===== src/rtl/bus_timer_slave_pkg.sv =====
// Shared bus and timer definitions for the memory-mapped timer slave.
package bus_timer_slave_pkg;

    typedef logic [1:0]  select_mode_t;
    typedef logic [31:0] mem_address_t;
    typedef logic [31:0] mem_byte_t;

    localparam select_mode_t SELECT_NONE  = 2'b00;
    localparam select_mode_t SELECT_SLAVE = 2'b10;

    typedef enum logic [1:0] {
        TIMER_CTRL     = 2'd0,
        TIMER_COUNT    = 2'd1,
        TIMER_CMP      = 2'd2,
        TIMER_PRESCALE = 2'd3
    } timer_reg_e;

    localparam int unsigned CTRL_EN   = 0;
    localparam int unsigned CTRL_IE   = 1;
    localparam int unsigned CTRL_PEND = 2;

    typedef enum logic {
        BUS_IDLE,
        BUS_RESP
    } bus_state_e;

endpackage


===== src/rtl/bus_timer_slave_timer_prescaler.sv =====
// Prescaler: free-running psc counter that emits a tick when it reaches prescale.
module timer_prescaler
    import bus_timer_slave_pkg::*;
(
    input  logic        clk,
    input  logic        rst,
    input  logic        en,
    input  logic        clear,
    input  mem_byte_t   prescale,
    output logic        tick
);

    mem_byte_t psc;

    assign tick = en && (psc == prescale);

    // A prescale lowered below psc is not guarded: psc runs on to wrap at 2^32.
    always_ff @(posedge clk or posedge rst) begin
        if (rst) begin
            psc <= '0;
        end else if (!en || clear || tick) begin
            psc <= '0;
        end else begin
            psc <= psc + 32'd1;
        end
    end

endmodule


===== src/rtl/bus_timer_slave.sv =====
// Memory-mapped timer slave: register file, compare/pending logic and bus response FSM.
module bus_timer_slave
    import bus_timer_slave_pkg::*;
#(
    parameter logic [31:0] PRESCALE_RST = 32'd0,
    parameter logic [31:0] CMP_RST      = 32'hFFFF_FFFF
)
(
    input  logic        clk,
    input  logic        rst,
    input  logic [1:0]  select_as_in,
    input  logic [31:0] addr_in,
    input  logic [31:0] data_in,
    input  logic        rw_in,
    output logic [31:0] data_out,
    output logic        hold_flag_out,
    output logic        irq_out
);

    bus_state_e state_q, state_d;

    logic      en, ie, pend;
    mem_byte_t count, cmp, prescale;
    mem_byte_t rd_buf, rd_data;
    logic      tick, match;

    logic       accept, wr, rd;
    timer_reg_e reg_sel;
    logic       wr_ctrl, wr_count, wr_cmp, wr_prescale;
    logic       addr_unused;

    assign addr_unused = ^{addr_in[31:4], addr_in[1:0]};

    assign reg_sel     = timer_reg_e'(addr_in[3:2]);
    assign accept      = (state_q == BUS_IDLE) && (select_as_in == SELECT_SLAVE);
    assign wr          = accept && rw_in;
    assign rd          = accept && !rw_in;
    assign wr_ctrl     = wr && (reg_sel == TIMER_CTRL);
    assign wr_count    = wr && (reg_sel == TIMER_COUNT);
    assign wr_cmp      = wr && (reg_sel == TIMER_CMP);
    assign wr_prescale = wr && (reg_sel == TIMER_PRESCALE);

    timer_prescaler u_prescaler (
        .clk      (clk),
        .rst      (rst),
        .en       (en),
        .clear    (wr_ctrl && !data_in[CTRL_EN]),
        .prescale (prescale),
        .tick     (tick)
    );

    assign match   = tick && (count == cmp);
    assign irq_out = ie && pend;

    always_comb begin
        rd_data = '0;
        case (reg_sel)
            TIMER_CTRL:     rd_data = {29'd0, pend, ie, en};
            TIMER_COUNT:    rd_data = count;
            TIMER_CMP:      rd_data = cmp;
            TIMER_PRESCALE: rd_data = prescale;
            default:        rd_data = '0;
        endcase
    end

    // Register writes take priority over tick updates; a compare match beats a pend clear.
    always_ff @(posedge clk or posedge rst) begin
        if (rst) begin
            en       <= 1'b0;
            ie       <= 1'b0;
            pend     <= 1'b0;
            count    <= '0;
            cmp      <= CMP_RST;
            prescale <= PRESCALE_RST;
        end else begin
            if (wr_ctrl) begin
                en <= data_in[CTRL_EN];
                ie <= data_in[CTRL_IE];
            end
            if (match) begin
                pend <= 1'b1;
            end else if (wr_ctrl && data_in[CTRL_PEND]) begin
                pend <= 1'b0;
            end
            if (wr_count) begin
                count <= data_in;
            end else if (match) begin
                count <= '0;
            end else if (tick) begin
                count <= count + 32'd1;
            end
            if (wr_cmp) begin
                cmp <= data_in;
            end
            if (wr_prescale) begin
                prescale <= data_in;
            end
        end
    end

    always_ff @(posedge clk or posedge rst) begin
        if (rst) begin
            state_q <= BUS_IDLE;
            rd_buf  <= '0;
        end else begin
            state_q <= state_d;
            if (rd) begin
                rd_buf <= rd_data;
            end
        end
    end

    always_comb begin
        state_d       = state_q;
        hold_flag_out = 1'b0;
        data_out      = '0;
        case (state_q)
            BUS_IDLE: begin
                if (rd) begin
                    hold_flag_out = 1'b1;
                    state_d       = BUS_RESP;
                end
            end
            BUS_RESP: begin
                data_out = rd_buf;
                state_d  = BUS_IDLE;
            end
            default: state_d = BUS_IDLE;
        endcase
    end

endmodule


===== config.mk =====
export PLATFORM = sky130hd
export DESIGN_NAME = bus_timer_slave
export DESIGN_NICKNAME = d
export VERILOG_FILES = /design/src/rtl/bus_timer_slave_pkg.sv /design/src/rtl/bus_timer_slave_timer_prescaler.sv /design/src/rtl/bus_timer_slave.sv
export SDC_FILE = /design/constraint.sdc
export NUM_CORES = 1
export LEC_CHECK = 0
export ABC_AREA = 0
export BUFFER_PORTS_ARGS = -buffer_cell sky130_fd_sc_hd__buf_2
export CAP_MARGIN = 10
export CORE_MARGIN = 1.5
export CORE_UTILIZATION = 50
export CTS_BUF_LIST = sky130_fd_sc_hd__clkbuf_8
export DETAILED_ROUTE_END_ITERATION = 10
export PLACE_DENSITY = 0.7
export SYNTH_ARGS = -nofsm -noshare
export SYNTH_HDL_FRONTEND = slang
export SYNTH_SLANG_ARGS = --single-unit

===== constraint.sdc =====
create_clock -name clk -period 7.4 [get_ports clk]
set_input_delay 0.37 -clock clk [delete_from_list [all_inputs] [get_ports clk]]
set_output_delay 0.37 -clock clk [all_outputs]
set_load 0.01 [all_outputs]

==> summary.md, run 1 <==
| Metric | Value |
|---|---|
| Metal2 WL | 11.2 mm |
| Die Width | 139 um |
| Pwr dens | 243 mW/mm2 |
| Post-CTS Setup Inserts | 0 |
| Most frequent cells after synthesis | dfrtp_1 (132), nor2_1 (109), mux2_2 (98), clkbuf_1 (58), xnor2_1 (57) |
| Cell Count, Final, Fillers Out | 1222 |
| ANT nets after route | 0 |
| # port buffers | 72 |
| Met3 wire len | 1.92 mm |
| CTS buffer count | 17 |
| Post-Syn Area | 0.00930 mm2 |
| Tcrit/Tclk final | 0.526 |
| Post-Route WL | 24.6 mm |
| Worst Hold Class | input port to asynchronous set/reset pin |
| CTS clk-pin slew, worst paths | 0.08 ns |
| Post-synth ARST share | 1.00 |
| Placed cells | 1190 |
| Root buffer cell | clkbuf_8 |
| RSZ-0062 raised after global routing | false |
| Final Setup Violations | 0 |
| Largest cells by area after synthesis | dfrtp_1 (36%), mux2_2 (12%), dfstp_2 (9.0%) |
| DR vias | 7347 |
| # DRC | 4 |
| Sequential area share after synthesis | 0.446 |
| Die ar. | 0.0194 mm2 |
| Fin crit period | 3.89 ns |
| Starting Density | 0.514 |
| GP Congestion | 0.941 |
| CTS tree | built |
| Worst-margin pin slew | 1.24 ns |
| Chip Height | 139 um |
| Initial antenna violation count | 0 |
| Hold buffer count at cts | 0 |
| Total of max-cap violations | 0 |
| First-pass GRT wire length | 39.3 mm |
| Synth Warn # | 0 |
| Clk_lat worst skew | 0.48 ns |
| Cell taking the most area after synthesis | dfrtp_1 |
| Cells after synthesis | 942 |
| Vias in the first global route | 6913 |
| Status | finished with violations |
| Crit. End Element | flip-flop |
| Diode count | 0 |
| Max clock buf depth | 2 |
| Grt total ovfl | 0 |
| Peak supply drop | 0.121 mV |
| Dominant synthesized flop cell | dfrtp_1 |
| Fin Hold WS | 0.0434 ns |
| Synth top area share | 0.355 |
| CP arrival | 4.27 ns |
| Max layer used | met4 |
| Syn Area/Cell | 9.87 um2 |
| Clock sink total | 164 |
| Worst Setup Start Kind | flip-flop |
| Resized cells post-CTS | 0 |
| Pin count of the biggest net entering global routing | 91 |
| Drt first pass iters | 10 |
| Netlist cell types | 52 |
| Syn nets | 1013 |
| Crit path required time | 7.78 ns |
| Post-synth EDFFs | 0 |
| Per-cell routed wire length | 20.1 um |
| Power, Total | 2.47 mW |
| Setup Skew | 0.0120 ns |
| Synthesis-to-layout area growth | 9.67% |
| Io pins | 103 |
| Top-count cell post-synth | dfrtp_1 |
| H-Tree Depth | 4 |
| DR vias/cell | 6.01 |
| Final #Nets | 1051 |
| FMAX | 257 MHz |
| Met1 WL | 11.0 mm |
| Failing checks | design-rule violations |
| Post-DP HPWL | 17.2 mm |
| Tot GR Track Use | 0.264 |
| Iteration-0 DRC Markers | 654 |
| Crit path kind | flip-flop to flip-flop |
| Synthesized flop and latch total | 164 |
| Fraction of layout cells with a size suffix above 1 | 0.270 |
| Core area | 0.0181 mm2 |
| Fin Setup TNS | 0 ns |
| CP Max Fanout | 15 |
| Leakage | 4.24 nW |
| R2R Setup Slk | 3.51 ns |
| Num rows | 49 |
| Worst slew margin | 0.168 |
| Final Hold Fails | 0 |
| Max Slew Vio Count | 0 |
## placed cells by master (no fill, tap or decap), drive strengths merged, types with 3 or more instances in the layout
cell type	count
o41ai	6
nor2b	3
nand3	40
o221ai	8
nand2b	6
a221oi	8
a22oi	40
and3	8
clkbuf	19
nor2	109
nor3	9
and2	37
dfrtp	132
nor4	27
mux4	3
buf	89
a21oi	42
nand2	49
o21ai	10
dfstp	32
clkinvlp	3
inv	24
nand3b	5
o211ai	8
nand4	45
or2	6
clkinv	5
xnor2	57
xor2	37
or3	3
mux2	98
## through the flow
| stage | instance area, um2 | worst slack (ns) | utilization |
|---|---|---|---|
| after detailed placement | 9800 | 3.71 | 0.542 |
| after global placement | 9800 | 3.79 | 0.542 |
| after floorplan | 9300 | 2.65 | - |
| final | 10200 | 3.51 | 0.564 |
| after CTS | 10200 | 3.70 | 0.564 |
| after global routing | 10200 | 3.36 | 0.564 |
## area by class of cell
cell class	instances	area, um2
clock buffers	19	262
multi-input cells	687	4800
fillers	1594	7890
well taps	229	287
repair buffers	89	488
inverters	21	83.8
clock inverters	13	135
flip-flops and latches	164	4140
## state kept, by name, indices dropped and copies added (netlist names)
name             flops
pend                 1
count               32
rd_buf              32
cmp                 32
ie                   1
u_prescaler.psc     32
state_q              1
en                   1
prescale            32
## worst paths after layout
check                            start           end  cells past startpoint
max                        prescale[7]     count[17]                      6
min                                rst     rd_buf[3]                      2
max reg2reg                prescale[7]     count[17]                      6
min reg2reg                  rd_buf[2]     rd_buf[2]                      1
max in group asynchronous          rst  prescale[30]                      3
min in group clk           data_in[23]     count[23]                      3
## logic make-up (layout without fill, tap and decap cells)
group | after synthesis | after routing | synth area share
AND/OR/NAND/NOR | 355 | 355 | 0.197
flip-flops | 164 | 164 | 0.446
AO/OA/AOI/OAI | 135 | 135 | 0.100
multiplexers | 101 | 101 | 0.126
XOR/XNOR | 94 | 94 | 0.0893
buffers and inverters | 91 | 142 | 0.0397
adder cells (fa/ha/maj) | 2 | 2 | 0.00269
## where the power goes
part	switching (mW)	internal [mW]	total [mW]	leakage, nW
registers	0.167	1.08	1.25	1.92
clock network	0.339	0.316	0.655	0.201
logic	0.304	0.270	0.574	2.12
## critical path, cell delays in order, from the launching register on
cell and delay [ns]:
dfrtp_1 0.47, xor2_1 0.22, nor4_1 0.32, nand4_1 0.64, nor4_1 1.23, nand2_1 0.56, o221ai_1 0.36
## per-layer routing
metal / global-route usage / vias up
met4: 0.0829 / 0
li1: - / 3450
met3: 0.0571 / 42
met1: 0.378 / 3581
met5: 0 / -
met2: 0.400 / 274
Note: power is estimated with default switching activity, not from simulation.
==> inputs of run 2 (changes only) <==
==> constraint.sdc (replaced) <==
create_clock -name clk -period 3.8 [get_ports clk]
set_input_delay 0.19 -clock clk [delete_from_list [all_inputs] [get_ports clk]]
set_output_delay 0.19 -clock clk [all_outputs]
set_load 0.01 [all_outputs]
==> run 2 against run 1 <==
The flow finishes with violations (design-rule violations, negative hold slack). Final cell count grew 2.5%. Largest cell class unchanged. Sequential power grew 94%. Clock power grew 94%. Global-route usage grew 0.49 points. Cell area grew 2.8%.
==> summary.md, run 2 (same netlist as run 1, synthesis figures left out) <==
| Metric | Value |
|---|---|
| Status | finished with violations |
| Failing checks | design-rule violations, negative hold slack |
| Tot GR Track Use | 0.269 (+0.00488) |
| CP peak stage delay | 0.56 ns (-0.67 ns) |
| Crit path max-delay family | simple AND/OR/NAND/NOR gates |
| Cell count along the critical path | 9 (+3) |
| End of the critical path | u_prescaler.psc[2] |
| Vias in the first global route | 7208 (+4.3%) |
| Pin count of the biggest net entering global routing | 165 (+81%) |
| RSZ-0062 raised after global routing | false |
| Iteration-0 DRC Markers | 719 (+9.9%) |
| Pre-CTS setup slack | 1.03 ns (-2.68 ns) |
| Crit. End Element | flip-flop |
| Cell Count, Final, Fillers Out | 1253 (+2.5%) |
| First-pass GRT wire length | 40.4 mm (+2.7%) |
| CP Max Fanout | 32 (+17) |
| Chip Height | 139 um (unchanged) |
| Leakage | 4.37 nW (+3.1%) |
| Post-Route WL | 25.2 mm (+2.5%) |
| Worst setup margin | 0.976 ns (-2.53 ns) |
| Met3 wire len | 1.77 mm (-8.0%) |
| Crit path from | prescale[16] |
| Peak supply drop | 0.263 mV (+120%) |
| Fin Setup TNS | 0 ns (unchanged) |
| Total of max-cap violations | 0 (unchanged) |
| CTS clk-pin slew, worst paths | 0.09 ns (about the same) |
| Fin area | 0.0105 mm2 (+2.8%) |
| GP Congestion | 0.918 (-2.5%) |
| Post-DP HPWL | 17.5 mm (+2.0%) |
| Pwr dens | 463 mW/mm2 (+91%) |
| CTS tree | built |
| Root buffer cell | clkbuf_8 |
| ANT nets after route | 0 (unchanged) |
| Commonest non-fill, non-tap cells in the layout | dfrtp_1 (132), nor2_1 (109), mux2_2 (98), buf_2 (72), xnor2_1 (57) |
| R2r startpoint | prescale[16] |
| CP cell instances | xor2_1 > nor4_1 > nand4_1 > buf_4 > or4_1 > buf_4 > o211ai_2 > buf_4 > nor2_1 |
| Max clock buf depth | 2 (unchanged) |
| Crit path buffers/inverters | 3 (+3) |
| Metal2 WL | 11.5 mm (+3.0%) |
| Diode count | 0 (unchanged) |
| Fraction of layout cells with a size suffix above 1 | 0.271 (+0.000619) |
| Placed Area | 0.00989 mm2 (+0.91%) |
| FMAX | 354 MHz (+38%) |
| CP most frequent cell | buf_4 |
| Die ar. | 0.0194 mm2 (unchanged) |
| Slowest CP cell | or4_1 |
| Final #Nets | 1082 (+2.9%) |
| Fin crit period | 2.82 ns (-1.07 ns) |
| CTS buffer count | 17 (unchanged) |
| Drt first pass iters | 10 (unchanged) |
| # DRC | 12 (+8) |
| Num rows | 49 (unchanged) |
| Critical R2R Capture | u_prescaler.psc[2] |
| R2R Setup Slk | 0.98 ns (-2.53 ns) |
| Tcrit/Tclk final | 0.743 (+0.217) |
| Worst Setup Start Kind | flip-flop |
| DR vias | 7558 (+2.9%) |
| Starting Density | 0.514 (unchanged) |
| Resized cells post-CTS | 0 (unchanged) |
| Crit path required time | 4.14 ns (-3.64 ns) |
| Final Setup Violations | 0 (unchanged) |
| H-Tree Depth | 4 (unchanged) |
| Die Width | 139 um (unchanged) |
| # port buffers | 72 (unchanged) |
| Worst slew margin | 0.378 (+0.210) |
| Worst Hold Class | input port to asynchronous set/reset pin |
| Grt total ovfl | 0 (unchanged) |
| Per-cell routed wire length | 20.1 um (about the same) |
| Setup Skew | 0.0133 ns (+0.00139 ns) |
| Placed cells | 1201 (+0.92%) |
| Max Slew Vio Count | 0 (unchanged) |
| Fin Hold WS | -0.0905 ns (-0.134 ns) |
| Initial antenna violation count | 0 (unchanged) |
| Max layer used | met4 |
| CP arrival | 3.17 ns (-1.10 ns) |
| Met1 WL | 11.2 mm (+2.3%) |
| Worst-margin pin slew | 0.933 ns (-0.304 ns) |
| Reg2reg path depth | 9 (+3) |
| Io pins | 103 (unchanged) |
| Crit path kind | flip-flop to flip-flop |
| Clock sink total | 164 (unchanged) |
| DR vias/cell | 6.03 (+0.33%) |
| Clk_lat worst skew | 0.48 ns (about the same) |
| Final Hold Fails | 39 (+39) |
| Most common cell after layout, fill and taps aside | dfrtp_1 |
| Synthesis-to-layout area growth | 12.7% |
| Core area | 0.0181 mm2 (unchanged) |
==> run 2: where the power goes <==
group          internal (mW)  switching, mW  total (mW)  leakage [nW]
Clock                  0.624          0.649        1.27         0.202
Combinational          0.550          0.605        1.15          2.25
Sequential              2.10          0.328        2.43          1.92
Total                   3.27           1.58        4.86          4.37
==> run 2: what timing repair did <==
item,in CTS,in global routing
hold endpoints to repair,41,1
buffers inserted,0,0
hold buffers,19,1
==> run 2: worst min-delay path by stage <==
| stage | startpoint | end | slack (ns) | cells after the start |
|---|---|---|---|---|
| 6_report | rst | rd_buf[3] | -0.09 | 3 |
| 5_1_grt | data_in[24] | prescale[24] | 0.006 | 2 |
| 4_1_cts | data_in[30] | prescale[30] | 0.00004 | 2 |
| 3_5_place_dp | data_in[26] | count[26] | 0.46 | 3 |
| 3_3_place_gp | data_in[17] | count[17] | 0.45 | 3 |
| 2_1_floorplan | data_in[1] | count[1] | 0.31 | 2 |
==> run 2: worst reg2reg max path, cell delays in order, from the launching register on <==
cell and delay (ns):
dfrtp_1 0.45, xor2_1 0.20, nor4_1 0.32, nand4_1 0.15, buf_4 0.23, or4_1 0.56
buf_4 0.25, o211ai_2 0.11, buf_4 0.33, nor2_1 0.09
==> run 2: layout make-up <==
| type | instances | area (um2) |
|---|---|---|
| Inverter | 21 | 82.6 |
| Timing Repair Buffer | 120 | 783 |
| Clock buffer | 20 | 275 |
| Sequential cell | 164 | 4140 |
| Multi-Input combinational cell | 687 | 4800 |
| Tap cell | 229 | 287 |
| Fill cell | 1580 | 7600 |
| Clock inverter | 12 | 115 |
==> run 2: through the flow <==
stage | util | power, mW
global route | 0.580 | 5.08
detailed placement | 0.547 | 3.57
floorplan | - | 3.16
global placement | 0.547 | 3.53
finish | 0.580 | 4.86
CTS | 0.579 | 4.85
==> run 2: layer usage <==
layer,up-vias,global-route usage
li1,3505,-
met1,3734,0.379
met2,267,0.411
met3,52,0.0544
met4,0,0.0980
met5,-,0
==> inputs of run 3 (changes only) <==
--- a/config.mk
+++ b/config.mk
@@ -12,7 +12,7 @@
 export CORE_UTILIZATION = 50
 export CTS_BUF_LIST = sky130_fd_sc_hd__clkbuf_8
 export DETAILED_ROUTE_END_ITERATION = 10
-export PLACE_DENSITY = 0.7
+export PLACE_DENSITY = 0.72
 export SYNTH_ARGS = -nofsm -noshare
 export SYNTH_HDL_FRONTEND = slang
 export SYNTH_SLANG_ARGS = --single-unit
==> constraint.sdc (replaced) <==
create_clock -name clk -period 2.3 [get_ports clk]
set_input_delay 0.115 -clock clk [delete_from_list [all_inputs] [get_ports clk]]
set_output_delay 0.115 -clock clk [all_outputs]
set_load 0.01 [all_outputs]
==> run 3 against run 2 <==
The run ends with design-rule violations, negative setup slack left. Combinational power up 110%. Clock power up 75%. Highest routed layer unchanged. First-iteration DRC count up 1.4%. Flip-flop and latch count unchanged. Critical endpoint is now u_prescaler.psc[28].
==> summary.md, run 3 (same netlist as run 1, synthesis figures left out) <==
| Metric | Value |
|---|---|
| Fillers | 1411 (-11%) |
| Die Width | 139 um (unchanged) |
| Post-Route WL | 27.0 mm (+7.2%) |
| Starting Density | 0.514 (unchanged) |
| Final #Nets | 1173 (+8.4%) |
| Cell Count, Final, Fillers Out | 1344 (+7.3%) |
| Tot GR Track Use | 0.285 (+0.0159) |
| CP arrival | 2.90 ns (-0.27 ns) |
| Iteration-0 DRC Markers | 729 (+1.4%) |
| Die ar. | 0.0194 mm2 (unchanged) |
| Final design utilization | 0.635 (+0.0550) |
| RSZ-0062 raised after global routing | true |
| Clock sink total | 164 (unchanged) |
| R2r startpoint | prescale[13] |
| CTS clk-pin slew, worst paths | 0.08 ns (about the same) |
| FMAX | 394 MHz (+11%) |
| Root buffer cell | clkbuf_8 |
| CTS buffer count | 17 (unchanged) |
| Grt total ovfl | 0 (unchanged) |
| Reg2reg path depth | 8 (-1) |
| DR vias/cell | 6.04 (+0.20%) |
| Pwr dens | 745 mW/mm2 (+61%) |
| R2R Setup Slk | -0.24 ns (-1.21 ns) |
| ANT nets after route | 0 (unchanged) |
| Chip Height | 139 um (unchanged) |
| Worst Hold Class | input port to flip-flop |
| Status | finished with violations |
| Post-DP HPWL | 19.1 mm (+8.9%) |
| Max Slew Vio Count | 0 (unchanged) |
| Fraction of layout cells with a size suffix above 1 | 0.337 (+0.0667) |
| Core area | 0.0181 mm2 (unchanged) |
| H-Tree Depth | 4 (unchanged) |
| Placed Area | 0.0105 mm2 (+5.8%) |
| Multi-input combinational cell area | 0.00492 mm2 (+2.6%) |
| Setup Skew | 0.0151 ns (+0.00178 ns) |
| # port buffers | 72 (unchanged) |
| Crit. End Element | flip-flop |
| FF+latch area | 0.00415 mm2 (about the same) |
| Diode count | 0 (unchanged) |
| Clk_lat worst skew | 0.48 ns (about the same) |
| Critical R2R Capture | u_prescaler.psc[28] |
| Power, Total | 8.55 mW (+76%) |
| Per-cell routed wire length | 20.1 um (-0.10%) |
| Peak supply drop | 0.450 mV (+71%) |
| Drt first pass iters | 10 (unchanged) |
| Hold_sp | rw_in |
| Failing checks | design-rule violations, negative setup slack |
| Hold path cells | 3 |
| Fin crit period | 2.54 ns (-0.288 ns) |
| Worst-margin pin slew | 0.499 ns (-0.433 ns) |
| Initial antenna violation count | 0 (unchanged) |
| Hold Crit Endpoint | state_q |
| Commonest non-fill, non-tap cells in the layout | dfrtp_1 (129), nor2_1 (109), mux2_2 (98), buf_4 (97), buf_2 (72) |
| First-pass GRT wire length | 42.9 mm (+6.2%) |
| Crit path required time | 2.66 ns (-1.48 ns) |
| Fin area | 0.0115 mm2 (+9.5%) |
| Io pins | 103 (unchanged) |
| Vias in the first global route | 7866 (+9.1%) |
| Fin Setup TNS | -9.78 ns (-9.78 ns) |
| Worst Setup Start Kind | flip-flop |
| Num rows | 49 (unchanged) |
| Final Hold Fails | 0 (-100%) |
| Final Setup Violations | 59 (+59) |
| Pin count of the biggest net entering global routing | 69 (-58%) |
| Most common cell after layout, fill and taps aside | dfrtp_1 |
| CTS tree | built |
| Worst slew margin | 0.666 (+0.287) |
| Worst setup margin | -0.236 ns (-1.21 ns) |
| GP Congestion | 0.977 (+6.5%) |
| Tcrit/Tclk final | 1.10 (+0.359) |
| Max clock buf depth | 2 (unchanged) |
| Placed cells | 1273 (+6.0%) |
| Leakage | 4.90 nW (+12%) |
| CP Max Fanout | 13 (-59%) |
| DR vias | 8123 (+7.5%) |
| # DRC | 6 (-6) |
| Synthesis-to-layout area growth | 23.4% |
| Total of max-cap violations | 0 (unchanged) |
| Crit path kind | flip-flop to flip-flop |
==> run 3: changes by cell type in the layout (fill, tap and decap cells not counted), sizes merged <==
| cell | previous run | this run |
|---|---|---|
| bufinv | 2 | 3 |
| dlygate4sd3 | 20 | 33 |
| buf | 100 | 178 |
| clkinvlp | 5 | 6 |
| clkinv | 2 | 0 |
==> run 3: worst max path at each step <==
stage | from | to | slack (ns)
finish | prescale[13] | u_prescaler.psc[28] | -0.24
global route | prescale[13] | u_prescaler.psc[29] | -0.26
CTS | prescale[20] | u_prescaler.psc[4] | -0.05
detailed placement | prescale[19] | count[28] | -0.09
global placement | prescale[16] | u_prescaler.psc[24] | -0.06
floorplan | u_prescaler.psc[22] | count[14] | -0.02
==> run 3: what timing repair did <==
item | in CTS | in global routing
endpoints found under the setup margin | 50 | 57
cloned | 3 | 0
buffers inserted | 4 | 1
gates resized for setup | 19 | 14
pin swaps | 5 | 4
hold buffers | 33 | 0
hold endpoints to repair | 229 | 0
==> run 3: routing by layer <==
metal | vias up | GRT usage | share of wire
met5 | - | 0 | 0
met4 | 0 | 0.116 | 0.032
met3 | 61 | 0.0471 | 0.070
met2 | 352 | 0.461 | 0.48
met1 | 4017 | 0.381 | 0.42
li1 | 3693 | - | -
==> run 3: metrics by stage <==
step           hold WS [ns]  worst slack, ns
2_1_floorplan         0.231          -0.0152
3_3_place_gp         0.0915          -0.0551
3_5_place_dp         0.0937          -0.0864
4_1_cts              0.0537          -0.0503
5_1_grt              0.0795           -0.265
6_report             0.0656           -0.236
==> run 3: layout make-up <==
class                           count  share of cell area
Multi-Input combinational cell    687               0.429
Sequential cell                   164               0.361
Timing Repair Buffer              211               0.141
Tap cell                          229              0.0250
Clock buffer                       20              0.0240
Clock inverter                     12              0.0124
Inverter                           21             0.00719
==> run 3: critical path: stages, from the launching register on <==
cell and delay [ns]:
dfrtp_1 0.46, xor2_1 0.21, nor4_1 0.37, nand4_1 0.24, or4_4 0.51, buf_12 0.18, o211ai_4 0.21, buf_12 0.19
nor2_1 0.05
==> run 3: power breakdown <==
part | total, mW | leakage [nW] | switching, mW | internal (mW)
registers | 3.96 | 1.92 | 0.488 | 3.47
clock network | 2.22 | 0.208 | 1.07 | 1.14
logic | 2.37 | 2.78 | 1.18 | 1.19
total | 8.55 | 4.90 | 2.74 | 5.80
